**src/rtl/rate_tick_selector_if.sv**
```systemverilog
// -----------------------------------------------------------------------------
// rate_tick_selector_if
//   Groups the rate-selection controls and the tick/status outputs of
//   rate_tick_selector into one bundle.
//
//   Signals
//     sel             requested rate index
//     pause           1 = hold the divider, suppress tick
//     restart         1 = clear the divider, apply sel immediately
//     tick            one-cycle clock-enable pulse
//     active_sel      rate index currently in force
//     switch_pending  a valid sel differs from active_sel
//
//   Modports
//     master  drives the controls, observes tick/status (the user)
//     slave   receives the controls, drives tick/status (the selector)
// -----------------------------------------------------------------------------
interface rate_tick_selector_if #(
  parameter int SEL_W = 1
) ();

  logic [SEL_W-1:0] sel;
  logic             pause;
  logic             restart;
  logic             tick;
  logic [SEL_W-1:0] active_sel;
  logic             switch_pending;

  modport master (
    output sel,
    output pause,
    output restart,
    input  tick,
    input  active_sel,
    input  switch_pending
  );

  modport slave (
    input  sel,
    input  pause,
    input  restart,
    output tick,
    output active_sel,
    output switch_pending
  );

endinterface

```
**src/rtl/rate_tick_selector.sv**
```systemverilog
// -----------------------------------------------------------------------------
// rate_tick_selector
//   Single-clock rate generator. Emits a registered one-cycle enable pulse
//   (tick) at one of NUM_RATES divided rates of clk. A requested rate change
//   is only applied on a period boundary, so no period is ever truncated or
//   stretched; restart clears the divider and applies the request at once.
//
//   Ports
//     clk   system clock
//     rst   synchronous reset, active-high
//     bus   rate_tick_selector_if.slave: sel, pause, restart in;
//           tick, active_sel, switch_pending out
//
//   Parameters
//     NUM_RATES  number of selectable rates (1..2**SEL_W)
//     SEL_W      width of sel / active_sel
//     CNT_W      divider counter width
//     DIVS       packed divisors, rate i = DIVS[i*CNT_W +: CNT_W]; 0 acts as 1
//     RESET_SEL  rate index in force after reset
//
//   Build option
//     RATE_SEL_SYNC_EN  when defined, sel passes a 2-flop synchroniser
//                       (reset to RESET_SEL) before use, for asynchronous
//                       switch inputs; otherwise sel is used directly and
//                       must be synchronous to clk.
// -----------------------------------------------------------------------------
module rate_tick_selector #(
  parameter int                         NUM_RATES = 2,
  parameter int                         SEL_W     = 1,
  parameter int                         CNT_W     = 27,
  parameter logic [NUM_RATES*CNT_W-1:0] DIVS      = {27'd100_000_000, 27'd10_000_000},
  parameter int                         RESET_SEL = 0
) (
  input  logic                 clk,
  input  logic                 rst,
  rate_tick_selector_if.slave  bus
);

  localparam int               NUM_SLOTS   = 1 << SEL_W;
  localparam logic [SEL_W-1:0] RESET_SEL_V = SEL_W'(RESET_SEL);
  localparam logic [SEL_W:0]   NUM_RATES_V = (SEL_W + 1)'(NUM_RATES);

  // ---------------------------------------------------------------------------
  // Divisor table. Every index reachable by a SEL_W-bit value gets an entry so
  // the lookup never leaves the array; unused slots are never selected because
  // active_sel only ever takes valid values.
  // ---------------------------------------------------------------------------
  logic [CNT_W-1:0] div_tab [NUM_SLOTS];

  generate
    for (genvar gi = 0; gi < NUM_SLOTS; gi++) begin : g_div
      if (gi < NUM_RATES) begin : g_used
        localparam logic [CNT_W-1:0] RAW_DIV = DIVS[gi*CNT_W +: CNT_W];
        // A zero divisor behaves exactly like a divisor of one.
        assign div_tab[gi] = (RAW_DIV == '0) ? CNT_W'(1) : RAW_DIV;
      end else begin : g_unused
        assign div_tab[gi] = CNT_W'(1);
      end
    end
  endgenerate

  // ---------------------------------------------------------------------------
  // Rate request, optionally synchronised.
  // ---------------------------------------------------------------------------
  logic [SEL_W-1:0] sel_s;

`ifdef RATE_SEL_SYNC_EN
  logic [SEL_W-1:0] sel_meta_reg;
  logic [SEL_W-1:0] sel_sync_reg;

  always_ff @(posedge clk) begin
    if (rst) begin
      sel_meta_reg <= RESET_SEL_V;
      sel_sync_reg <= RESET_SEL_V;
    end else begin
      sel_meta_reg <= bus.sel;
      sel_sync_reg <= sel_meta_reg;
    end
  end

  assign sel_s = sel_sync_reg;
`else
  assign sel_s = bus.sel;
`endif

  logic sel_valid;
  assign sel_valid = ({1'b0, sel_s} < NUM_RATES_V);

  // ---------------------------------------------------------------------------
  // Divider state
  // ---------------------------------------------------------------------------
  logic [CNT_W-1:0] cnt_reg,            cnt_next;
  logic             tick_reg,           tick_next;
  logic [SEL_W-1:0] active_sel_reg,     active_sel_next;
  logic             switch_pending_reg, switch_pending_next;

  logic [CNT_W-1:0] div_cur;
  logic             at_boundary;

  assign div_cur = div_tab[active_sel_reg];
  // Equality only: cnt always restarts at 0 on a switch, so it can never sit
  // above the terminal count of the newly selected rate.
  assign at_boundary = (cnt_reg == (div_cur - CNT_W'(1)));

  always_comb begin
    cnt_next        = cnt_reg;
    tick_next       = 1'b0;
    active_sel_next = active_sel_reg;

    if (bus.restart) begin
      cnt_next = '0;
      if (sel_valid) begin
        active_sel_next = sel_s;
      end
    end else if (bus.pause) begin
      cnt_next = cnt_reg;
    end else if (at_boundary) begin
      // The boundary tick still belongs to the old rate; the new rate governs
      // the period that starts here.
      cnt_next  = '0;
      tick_next = 1'b1;
      if (sel_valid) begin
        active_sel_next = sel_s;
      end
    end else begin
      cnt_next = cnt_reg + CNT_W'(1);
    end

    switch_pending_next = sel_valid && (sel_s != active_sel_next);
  end

  always_ff @(posedge clk) begin
    if (rst) begin
      cnt_reg            <= '0;
      tick_reg           <= 1'b0;
      active_sel_reg     <= RESET_SEL_V;
      switch_pending_reg <= 1'b0;
    end else begin
      cnt_reg            <= cnt_next;
      tick_reg           <= tick_next;
      active_sel_reg     <= active_sel_next;
      switch_pending_reg <= switch_pending_next;
    end
  end

  assign bus.tick           = tick_reg;
  assign bus.active_sel     = active_sel_reg;
  assign bus.switch_pending = switch_pending_reg;

endmodule

```
**src/flat_wrapper.sv**
```systemverilog
// flat-port wrapper written by rule: the top's interface ports become plain ports
module rate_tick_selector_flat 
#(
  parameter int                         NUM_RATES = 2,
  parameter int                         SEL_W     = 1,
  parameter int                         CNT_W     = 27,
  parameter logic [NUM_RATES*CNT_W-1:0] DIVS      = {27'd100_000_000, 27'd10_000_000},
  parameter int                         RESET_SEL = 0
)
  (clk, rst, bus_sel, bus_pause, bus_restart, bus_tick, bus_active_sel, bus_switch_pending);
  rate_tick_selector_if #(.SEL_W(SEL_W)) bus_i ();
  input  logic clk;
  input  logic rst;
  input wire logic [$bits(bus_i.sel)-1:0] bus_sel;
  input wire logic [$bits(bus_i.pause)-1:0] bus_pause;
  input wire logic [$bits(bus_i.restart)-1:0] bus_restart;
  output wire logic [$bits(bus_i.tick)-1:0] bus_tick;
  output wire logic [$bits(bus_i.active_sel)-1:0] bus_active_sel;
  output wire logic [$bits(bus_i.switch_pending)-1:0] bus_switch_pending;
  assign bus_i.sel = bus_sel;
  assign bus_i.pause = bus_pause;
  assign bus_i.restart = bus_restart;
  assign bus_tick = bus_i.tick;
  assign bus_active_sel = bus_i.active_sel;
  assign bus_switch_pending = bus_i.switch_pending;
  rate_tick_selector #(.NUM_RATES(NUM_RATES), .SEL_W(SEL_W), .CNT_W(CNT_W), .DIVS(DIVS), .RESET_SEL(RESET_SEL)) u_core (.clk(clk), .rst(rst), .bus(bus_i));
endmodule
```
**config.mk**
```make
export PLATFORM = sky130hd
export DESIGN_NAME = rate_tick_selector_flat
export DESIGN_NICKNAME = d
export VERILOG_FILES = /design/src/rtl/rate_tick_selector_if.sv /design/src/rtl/rate_tick_selector.sv /design/src/flat_wrapper.sv
export SDC_FILE = /design/constraint.sdc
export NUM_CORES = 1
export LEC_CHECK = 0
export CORE_AREA = 8 8 71 73
export CTS_CLUSTER_SIZE = 25
export DETAILED_ROUTE_END_ITERATION = 7
export DIE_AREA = 0 0 79 81
export GPL_TIMING_DRIVEN = 0
export HOLD_SLACK_MARGIN = 0.1
export PLACE_DENSITY = 0.56
export SYNTH_ARGS = -nofsm -noshare
export SYNTH_HDL_FRONTEND = slang
export SYNTH_SLANG_ARGS = --single-unit
```
**constraint.sdc**
```tcl
create_clock -name clk -period 2.13 [get_ports clk]
set_input_delay 0.426 -clock clk [delete_from_list [all_inputs] [get_ports clk]]
set_output_delay 0.426 -clock clk [all_outputs]
set_load 0.03 [all_outputs]
```
==> results of run 1 <==
==> routing by layer <==
metal	vias up	track usage, %	share of wire (%)
met5	-	0	0
met4	0	3.889	0.50
met3	2	2.980	4.0
met2	16	18.08	49
met1	574	11.92	47
li1	605	-	-
==> worst paths after layout <==
path	start	endpoint	slack, ns
worst max-delay path	u_core.bus.active_sel$_SDFF_PP0_	u_core.cnt_reg[21]$_SDFFE_PP0N_	0.13
worst min register to register	u_core.cnt_reg[23]$_SDFFE_PP0N_	u_core.cnt_reg[23]$_SDFFE_PP0N_	0.48
worst max register to register	u_core.bus.active_sel$_SDFF_PP0_	u_core.cnt_reg[21]$_SDFFE_PP0N_	0.13
worst min-delay path	u_core.cnt_reg[23]$_SDFFE_PP0N_	u_core.cnt_reg[23]$_SDFFE_PP0N_	0.48
==> placed cells by master (no fill, tap or decap), types with 2 or more instances in the layout <==
master	count
nand4b_1	2
clkdlybuf4s50_1	6
clkbuf_8	6
and4_1	2
xor2_1	18
buf_4	4
nor4_1	2
nand3_1	14
nand2_1	9
and2_1	2
inv_1	2
nor2_1	22
nand4_1	9
nor2b_1	2
clkbuf_1	3
dfxtp_1	30
and3_1	5
xnor2_1	8
buf_6	4
nor2_2	10
nor3_1	4
==> worst register-to-register path, stage by stage, from the launching register on <==
cell	delay (ns)
dfxtp_1	0.32
buf_6	0.14
or4b_4	0.49
nor4_4	0.18
o221ai_2	0.19
o31ai_4	0.20
buf_4	0.18
buf_6	0.14
nor2_1	0.05
==> through the flow <==
stage	TNS [ns]	utilization, %
detailed placement	-3.243	41.40
CTS	0	44.31
global route	0	44.85
floorplan	0	-
global placement	-2.205	41.40
finish	0	44.85
==> what timing repair did <==
item,in CTS,in global routing
gates cloned,0,1
gates resized for setup,0,4
pin swaps,2,2
setup endpoints to repair,27,28
setup buffers,3,1
==> final cells by class <==
cell class / instances / area [um2] / share of cell area [%]
Tap cell: 50 / 62.56 / 3.564
Buffer: 6 / 46.29 / 2.637
Inverter: 2 / 7.507 / 0.4277
Clock inverter: 1 / 5.005 / 0.2851
Sequential cell: 30 / 600.6 / 34.21
Clock buffer: 7 / 86.33 / 4.918
Multi-Input combinational cell: 126 / 845.8 / 48.18
Timing Repair Buffer: 11 / 101.3 / 5.773
==> power breakdown <==
group / switching, W / internal (W) / total, W
clock: 0.000192 / 0.000260 / 0.000452
sequential: 0.00000254 / 0.000565 / 0.000567
combinational: 0.0000303 / 0.0000289 / 0.0000592
total: 0.000225 / 0.000854 / 0.00108
==> cell families after synthesis <==
logic type / Yosys count
AND/OR/NAND/NOR: 91
flip-flops: 30
XOR/XNOR: 26
buffers and inverters: 9
AO/OA/AOI/OAI: 7
multiplexers: 1
adder cells (fa/ha/maj): 1
==> impl_metrics.py, run 1 <==
metrics = {
    "logic_synthesis": {
        "synth_top_area_share_pct": 40.10,
        "synth.top_cells.by_count": "30 x dfxtp_1, 22 x nor2_1, 18 x xor2_1, 14 x nand3_1, 10 x nor2_2",
        "yosysTopAreaCell": "dfxtp_1",
        "yosysMostFrequentCell": "dfxtp_1",
        "synth_fp_nets": 171,
        "synth_top_family_by_area": "simple AND/OR/NAND/NOR gates",
        "synth-seq-cells": 30,
        "synth_xor_area_share_pct": 15.20,
        "syn-cell-area_um2": 1498,
        "yosys.area_share.simple_pct": 34.59,
        "synthAdderAreaFrac_pct": 0.8354,
        "yosys_warnings": 0,
        "yosysSeqAreaShare_pct": 40.10,
        "synth.avg_cell_area_um2": 9.077,
        "synth_cell_type_count": 35,
        "ys_async_sr_fraction_pct": 0,
        "synth-compound-area-share_pct": 4.762,
        "synth.mux.area_fraction_pct": 0.6683,
        "synth_flop_cell": "dfxtp_1",
        "synth_cells": 165,
        "synth_edf_count": 0,
        "synthTopCellsByArea": "dfxtp_1 40%, xor2_1 11%, nor2_1 5.5%, nand3_1 4.7%, xnor2_1 4.7%",
    },
    "timing": {
        "relSlewSlack_pct": 48.18,
        "slew_viol_final": 0,
        "setup_ws_ns": 0.1261,
        "fmax_mhz": 499.0,
        "fin_skew_ns": 0.003393,
        "timing.final.crit_share_pct": 94.08,
        "rsz0062_at_grt": "no",
        "hold_viol": 0,
        "fin_crit_ns": 2.004,
        "tightest_slew_ns": 0.7744,
        "hold_ws_ns": 0.4827,
        "setup_violations": 0,
    },
    "placed_design": {
        "dpl-instance-area_um2": 1620,
        "place_inst": 221,
        "place_ws_ns": -0.1854,
        "hpwl_um": 2397,
        "gp_congestion": 0.7831,
        "portBuffers": 6,
    },
    "power_and_ir_drop": {
        "p_leak_nw": 0.5707,
        "peakVddDrop_uv": 453.8,
        "total_power_w": 0.001078,
        "p_per_area_nw_per_um2": 614.3,
    },
    "final_layout": {
        "final_cells": 233,
        "fillers": 418,
        "syn2layout_area_growth_pct": 17.21,
        "n_antenna_cell": 0,
        "finalInstanceArea_um2": 1755,
        "drive_gt1_share_pct": 18.03,
        "largest_reg_flops": 27,
        "fin_nets": 188,
    },
    "cts": {
        "cts_buffers": 5,
        "htree_levels": 2,
        "cts_tree": "done",
        "root_buffer": "clkbuf_8",
        "clkTransAtPathRegs_ns": 0.06,
        "cts_num_sinks": 30,
        "insertion_delay_ns": 0.27,
        "cts_hold_buf": 0,
        "cts_buffer_depth": 2,
    },
    "job": {
        "max_cap_viol_count": 0,
    },
    "setup_path": {
        "critPathCaptureType": "register",
        "path_buf_inv": 3,
        "slowest_delay_ns": 0.49,
        "crit_family": "simple AND/OR/NAND/NOR gates",
        "path_max_fanout": 10,
        "arrival_ns": 2.17,
        "critical_path_depth": 8,
        "cpMaxStageDelayCell": "or4b_4",
        "path_cells": "buf_6 -> or4b_4 -> nor4_4 -> o221ai_2 -> o31ai_4 -> buf_4 -> buf_6 -> nor2_1",
        "critPathMostFrequentCell": "buf_6",
        "cp_data_required_time_ns": 2.29,
        "crit_type": "reg -> reg",
        "reg2reg_depth": 8,
        "startpoint_type": "register",
    },
    "floorplanning": {
        "die_x_um": 79,
        "coreArea_um2": 3914,
        "start_util_pct": 38.27,
        "die_area_um2": 6399,
        "num_io_pins": 8,
        "die_h_um": 81,
        "row_count": 23,
    },
    "global_route": {
        "grt_pass1_vias": 1209,
        "antenna_found_initial": 0,
        "track_usage_pct": 10.42,
        "grt_max_degree": 11,
        "grt_pass1_wl_um": 5299,
        "grt_overflow": 0,
    },
    "route": {
        "routedWlPerCell_um": 13.61,
        "wl_um": 3172,
        "dr.pass1.iters": 4,
        "routed_via_density": 5.137,
        "first_iter_violations": 52,
        "drtAntennaViolNets": 0,
        "via_count": 1197,
        "route.detailed.drc": 0,
    },
    "run_status": {
        "status": "completed",
    },
    "worst_hold_path": {
        "hp-class": "reg -> reg",
        "holdPathStages": 2,
    },
}
No activity file was read; power rests on OpenSTA's default activity.
==> inputs of run 2 (changes only) <==
GPL_TIMING_DRIVEN = 1   (was 0)
==> impl_metrics.py, run 2 (synthesized netlist as in run 1, its figures left out) <==
metrics = {
    "route": {
        "via_count": 1189,
        "drtAntennaViolNets": 0,
        "route.detailed.drc": 0,
        "wl_um": 3112,
        "routedWlPerCell_um": 13.41,
        "routed_via_density": 5.125,
        "dr.pass1.iters": 4,
        "first_iter_violations": 86,
    },
    "final_layout": {
        "largest_reg_flops": 27,
        "fin_nets": 187,
        "syn2layout_area_growth_pct": 16.21,
        "final_util_pct": 44.47,
        "layout_common_cells": "29 x dfxtp_1, 22 x nor2_1, 18 x xor2_1",
        "final_common_cell": "dfxtp_1",
        "n_antenna_cell": 0,
        "drive_gt1_share_pct": 18.13,
    },
    "cts": {
        "cts_buffers": 5,
        "cts_tree": "done",
        "cts_buffer_depth": 2,
        "root_buffer": "clkbuf_8",
        "cts_num_sinks": 30,
        "clkTransAtPathRegs_ns": 0.07,
        "insertion_delay_ns": 0.27,
        "htree_levels": 2,
    },
    "setup_path": {
        "startpoint_type": "register",
        "arrival_ns": 2.13,
        "crit_type": "reg -> reg",
        "cp_data_required_time_ns": 2.29,
        "critPathCaptureType": "register",
        "path_max_fanout": 8,
    },
    "power_and_ir_drop": {
        "switchingPower_w": 0.0002359,
        "p_leak_nw": 0.5681,
        "peakVddDrop_uv": 465.6,
        "seqPwrFrac_pct": 52.5,
        "combPwrFrac_pct": 4.5,
        "swShare_pct": 21.76,
        "internal-power_w": 0.0008486,
        "p_clk_share_pct": 43.0,
        "p_per_area_nw_per_um2": 623.2,
    },
    "timing": {
        "relSlewSlack_pct": 70.52,
        "hold_viol": 0,
        "tightest_slew_ns": 0.4422,
        "fmax_mhz": 507.7,
        "fin_crit_ns": 1.970,
        "setup_ws_ns": 0.1602,
        "setup_violations": 0,
        "slew_viol_final": 0,
        "timing.final.crit_share_pct": 92.48,
        "rsz0062_at_grt": "no",
        "tns_ns": 0,
        "fin_skew_ns": 0.007520,
    },
    "global_route": {
        "grt_pass1_wl_um": 5437,
        "track_usage_pct": 10.55,
        "grt_overflow": 0,
        "grt_pass1_vias": 1166,
        "antenna_found_initial": 0,
        "grt_max_degree": 13,
    },
    "placed_design": {
        "portBuffers": 7,
        "gp_congestion": 0.7954,
        "hpwl_um": 2263,
        "place_ws_ns": 0.04700,
    },
    "floorplanning": {
        "die_h_um": 81,
        "coreArea_um2": 3914,
        "start_util_pct": 38.27,
        "row_count": 23,
        "die_area_um2": 6399,
        "die_x_um": 79,
        "num_io_pins": 8,
    },
    "worst_hold_path": {
        "hp-class": "reg -> reg",
    },
    "job": {
        "max_cap_viol_count": 0,
    },
    "run_status": {
        "status": "completed",
    },
}
-- run 2: worst paths after layout --
path | slack [ns] | cells past startpoint | endpoint | start
max | 0.16 | 6 | u_core.cnt_reg[3]$_SDFFE_PP0N_ | u_core.cnt_reg[16]$_SDFFE_PP0N_
min | 0.48 | 2 | u_core.cnt_reg[23]$_SDFFE_PP0N_ | u_core.cnt_reg[23]$_SDFFE_PP0N_
max reg2reg | 0.16 | 6 | u_core.cnt_reg[3]$_SDFFE_PP0N_ | u_core.cnt_reg[16]$_SDFFE_PP0N_
min reg2reg | 0.48 | 2 | u_core.cnt_reg[23]$_SDFFE_PP0N_ | u_core.cnt_reg[23]$_SDFFE_PP0N_
-- run 2: critical path: stages (launching register included) --
cell and delay (ns):
dfxtp_1 0.36, or4b_4 0.56, nor4_4 0.17, o221ai_2 0.18
o31ai_4 0.29, buf_4 0.23, nor2_1 0.06
-- run 2: timing repair --
item	4_1_cts	5_1_grt
buffers inserted	0	0
gates resized for setup	0	1
hold buffers	0	0
setup endpoints to repair	0	24
-- run 2: cell type report --
type	count	area, um2
inverter	2	7.507
sequential	30	601.8
clock inverter	1	5.005
multi-input combinational	126	839.6
fill	407	2173
timing repair buffer	16	137.6
clock buffer	7	86.33
tap	50	62.56
-- run 2: through the flow --
step / hold slack (ns) / instances / total power [W] / cell area (um2)
detailed placement: 0.4643 / 224 / 0.0006309 / 1648
floorplan: 0.4453 / 165 / 0.0006138 / 1498
global placement: 0.4602 / 224 / 0.0006303 / 1648
CTS: 0.4744 / 232 / 0.001091 / 1739
finish: 0.4763 / 232 / 0.001085 / 1740
global route: 0.4868 / 232 / 0.001121 / 1740
-- run 2: metal layers --
layer | global-route usage, % | wire, um | vias up
met5 | 0 | 0 | -
met4 | 3.148 | 17 | 0
met3 | 3.311 | 84 | 2
met2 | 17.42 | 1504 | 10
met1 | 12.86 | 1506 | 571
li1 | - | - | 606
-- run 2: power groups by stage --
stage | logic (W) | clock network (W) | registers (W)
finish | 0.0000485 | 0.000467 | 0.000569
global route | 0.0000525 | 0.000499 | 0.000570
CTS | 0.0000493 | 0.000473 | 0.000569
detailed placement | 0.0000489 | 0 | 0.000582
global placement | 0.0000488 | 0 | 0.000581
floorplan | 0.0000302 | 0 | 0.000584
==> inputs of run 3 (changes only) <==
CELL_PAD_IN_SITES_DETAIL_PLACEMENT = 1   (was not set)
CELL_PAD_IN_SITES_GLOBAL_PLACEMENT = 1   (was not set)
PLACE_DENSITY = 0.69   (was 0.56)
==> impl_metrics.py, run 3 (synthesized netlist as in run 1, its figures left out) <==
metrics = {
    "run_status": {
        "status": "completed",
    },
    "cts": {
        "clkTransAtPathRegs_ns": 0.06,
        "cts_tree": "done",
        "insertion_delay_ns": 0.28,
        "post_cts_buffers": 0,
        "cts_buffer_depth": 2,
        "htree_levels": 2,
        "root_buffer": "clkbuf_8",
        "cts_buffers": 5,
        "cts_num_sinks": 30,
    },
    "timing": {
        "relSlewSlack_pct": 70.28,
        "hold_ws_ns": 0.4921,
        "fin_skew_ns": 0.005741,
        "tns_ns": 0,
        "fin_crit_ns": 1.926,
        "hold_viol": 0,
        "slew_viol_final": 0,
        "timing.final.crit_share_pct": 90.41,
        "fmax_mhz": 519.3,
        "rsz0062_at_grt": "no",
        "setup_violations": 0,
        "tightest_slew_ns": 0.4459,
    },
    "setup_path": {
        "critPathCaptureType": "register",
        "cp_data_required_time_ns": 2.29,
        "path_cells": "or4b_4 -> nor4_4 -> o221ai_2 -> o31ai_4 -> buf_12 -> nor2_1",
        "arrival_ns": 2.09,
        "path_max_fanout": 19,
        "rrSetupSlack_ns": 0.20,
        "cpMaxStageDelayCell": "or4b_4",
        "slowest_delay_ns": 0.54,
        "startpoint_type": "register",
        "crit_type": "reg -> reg",
    },
    "floorplanning": {
        "row_count": 23,
        "num_io_pins": 8,
        "die_h_um": 81,
        "coreArea_um2": 3914,
        "die_x_um": 79,
        "start_util_pct": 38.27,
        "die_area_um2": 6399,
    },
    "global_route": {
        "grt_pass1_vias": 1329,
        "track_usage_pct": 12.90,
        "grt_pass1_wl_um": 6520,
        "grt_overflow": 0,
        "antenna_found_initial": 0,
        "grt_max_degree": 20,
    },
    "power_and_ir_drop": {
        "p_clk_share_pct": 40.0,
        "p_per_area_nw_per_um2": 591.9,
        "internal-power_w": 0.0008169,
        "seqPwrFrac_pct": 54.7,
        "p_leak_nw": 0.5816,
        "switchingPower_w": 0.0002252,
        "swShare_pct": 21.61,
        "combPwrFrac_pct": 5.4,
        "total_power_w": 0.001042,
        "peakVddDrop_uv": 321.3,
    },
    "worst_hold_path": {
        "hp-class": "reg -> reg",
    },
    "route": {
        "drtAntennaViolNets": 0,
        "dr.pass1.iters": 4,
        "wl_um": 3762,
        "routed_via_density": 5.282,
        "route.detailed.drc": 0,
        "first_iter_violations": 98,
        "via_count": 1236,
        "routedWlPerCell_um": 16.08,
    },
    "final_layout": {
        "largest_reg_flops": 27,
        "n_antenna_cell": 0,
        "finalInstanceArea_um2": 1760,
        "syn2layout_area_growth_pct": 17.54,
        "fin_nets": 190,
        "layout_common_cells": "29 x dfxtp_1, 22 x nor2_1, 18 x xor2_1",
        "drive_gt1_share_pct": 18.48,
        "final_common_cell": "dfxtp_1",
        "final_cells": 234,
    },
    "placed_design": {
        "portBuffers": 7,
        "place_inst": 227,
        "gp_congestion": 0.7984,
        "hpwl_um": 2782,
        "dpl-instance-area_um2": 1683,
    },
    "job": {
        "max_cap_viol_count": 0,
    },
}
run 3: repair_timing:
item                                    CTS  global route
resized for setup                         0             1
endpoints found under the setup margin    0            27
hold buffers                              0             0
hold endpoints to repair                  0             0
run 3: stage by stage:
step / worst slack [ns] / util (%)
3_3_place_gp: 0.1427 / 43.00
6_report: 0.2042 / 44.98
2_1_floorplan: 0.01770 / -
4_1_cts: 0.07653 / 44.95
3_5_place_dp: 0.1113 / 43.00
5_1_grt: 0.04705 / 44.98
run 3: area by class of cell:
cell class | count | area, um2
inverter | 2 | 7.507
fill | 497 | 2153
tap | 50 | 62.56
multi-input combinational | 126 | 839.6
sequential | 30 | 601.8
clock buffer | 7 | 76.32
timing repair buffer | 19 | 172.7
run 3: path summary, 6_finish.rpt:
path | start | to | depth (start not counted)
worst min register to register | u_core.cnt_reg[23]$_SDFFE_PP0N_ | u_core.cnt_reg[23]$_SDFFE_PP0N_ | 2
worst max register to register | u_core.cnt_reg[21]$_SDFFE_PP0N_ | u_core.cnt_reg[13]$_SDFFE_PP0N_ | 6
worst max-delay path | u_core.cnt_reg[21]$_SDFFE_PP0N_ | u_core.cnt_reg[13]$_SDFFE_PP0N_ | 6
worst min-delay path | u_core.cnt_reg[23]$_SDFFE_PP0N_ | u_core.cnt_reg[23]$_SDFFE_PP0N_ | 2
run 3: power by group through the flow:
stage | combinational, W | clock [W] | sequential (W)
floorplan | 0.0000302 | 0 | 0.000584
global placement | 0.0000544 | 0 | 0.000581
detailed placement | 0.0000565 | 0 | 0.000581
CTS | 0.0000568 | 0.000432 | 0.000569
global route | 0.0000610 | 0.000459 | 0.000570
finish | 0.0000560 | 0.000417 | 0.000570
run 3: routing by layer:
metal  up-vias  wire [um]  track usage [%]
met5         -          0                0
met3         7         68            3.974
met1       616       1725            15.13
met4         0         59            4.630
met2         9       1909            21.77
li1        604          -                -
run 3: worst max-delay path: cells and delay by family, from the launching register on:
family,cells,cell delay (ns)
and+or+nand+nor,3,0.78
AOI/OAI and AO/OA,2,0.46
DFF,1,0.36
buffers and inverters,1,0.20
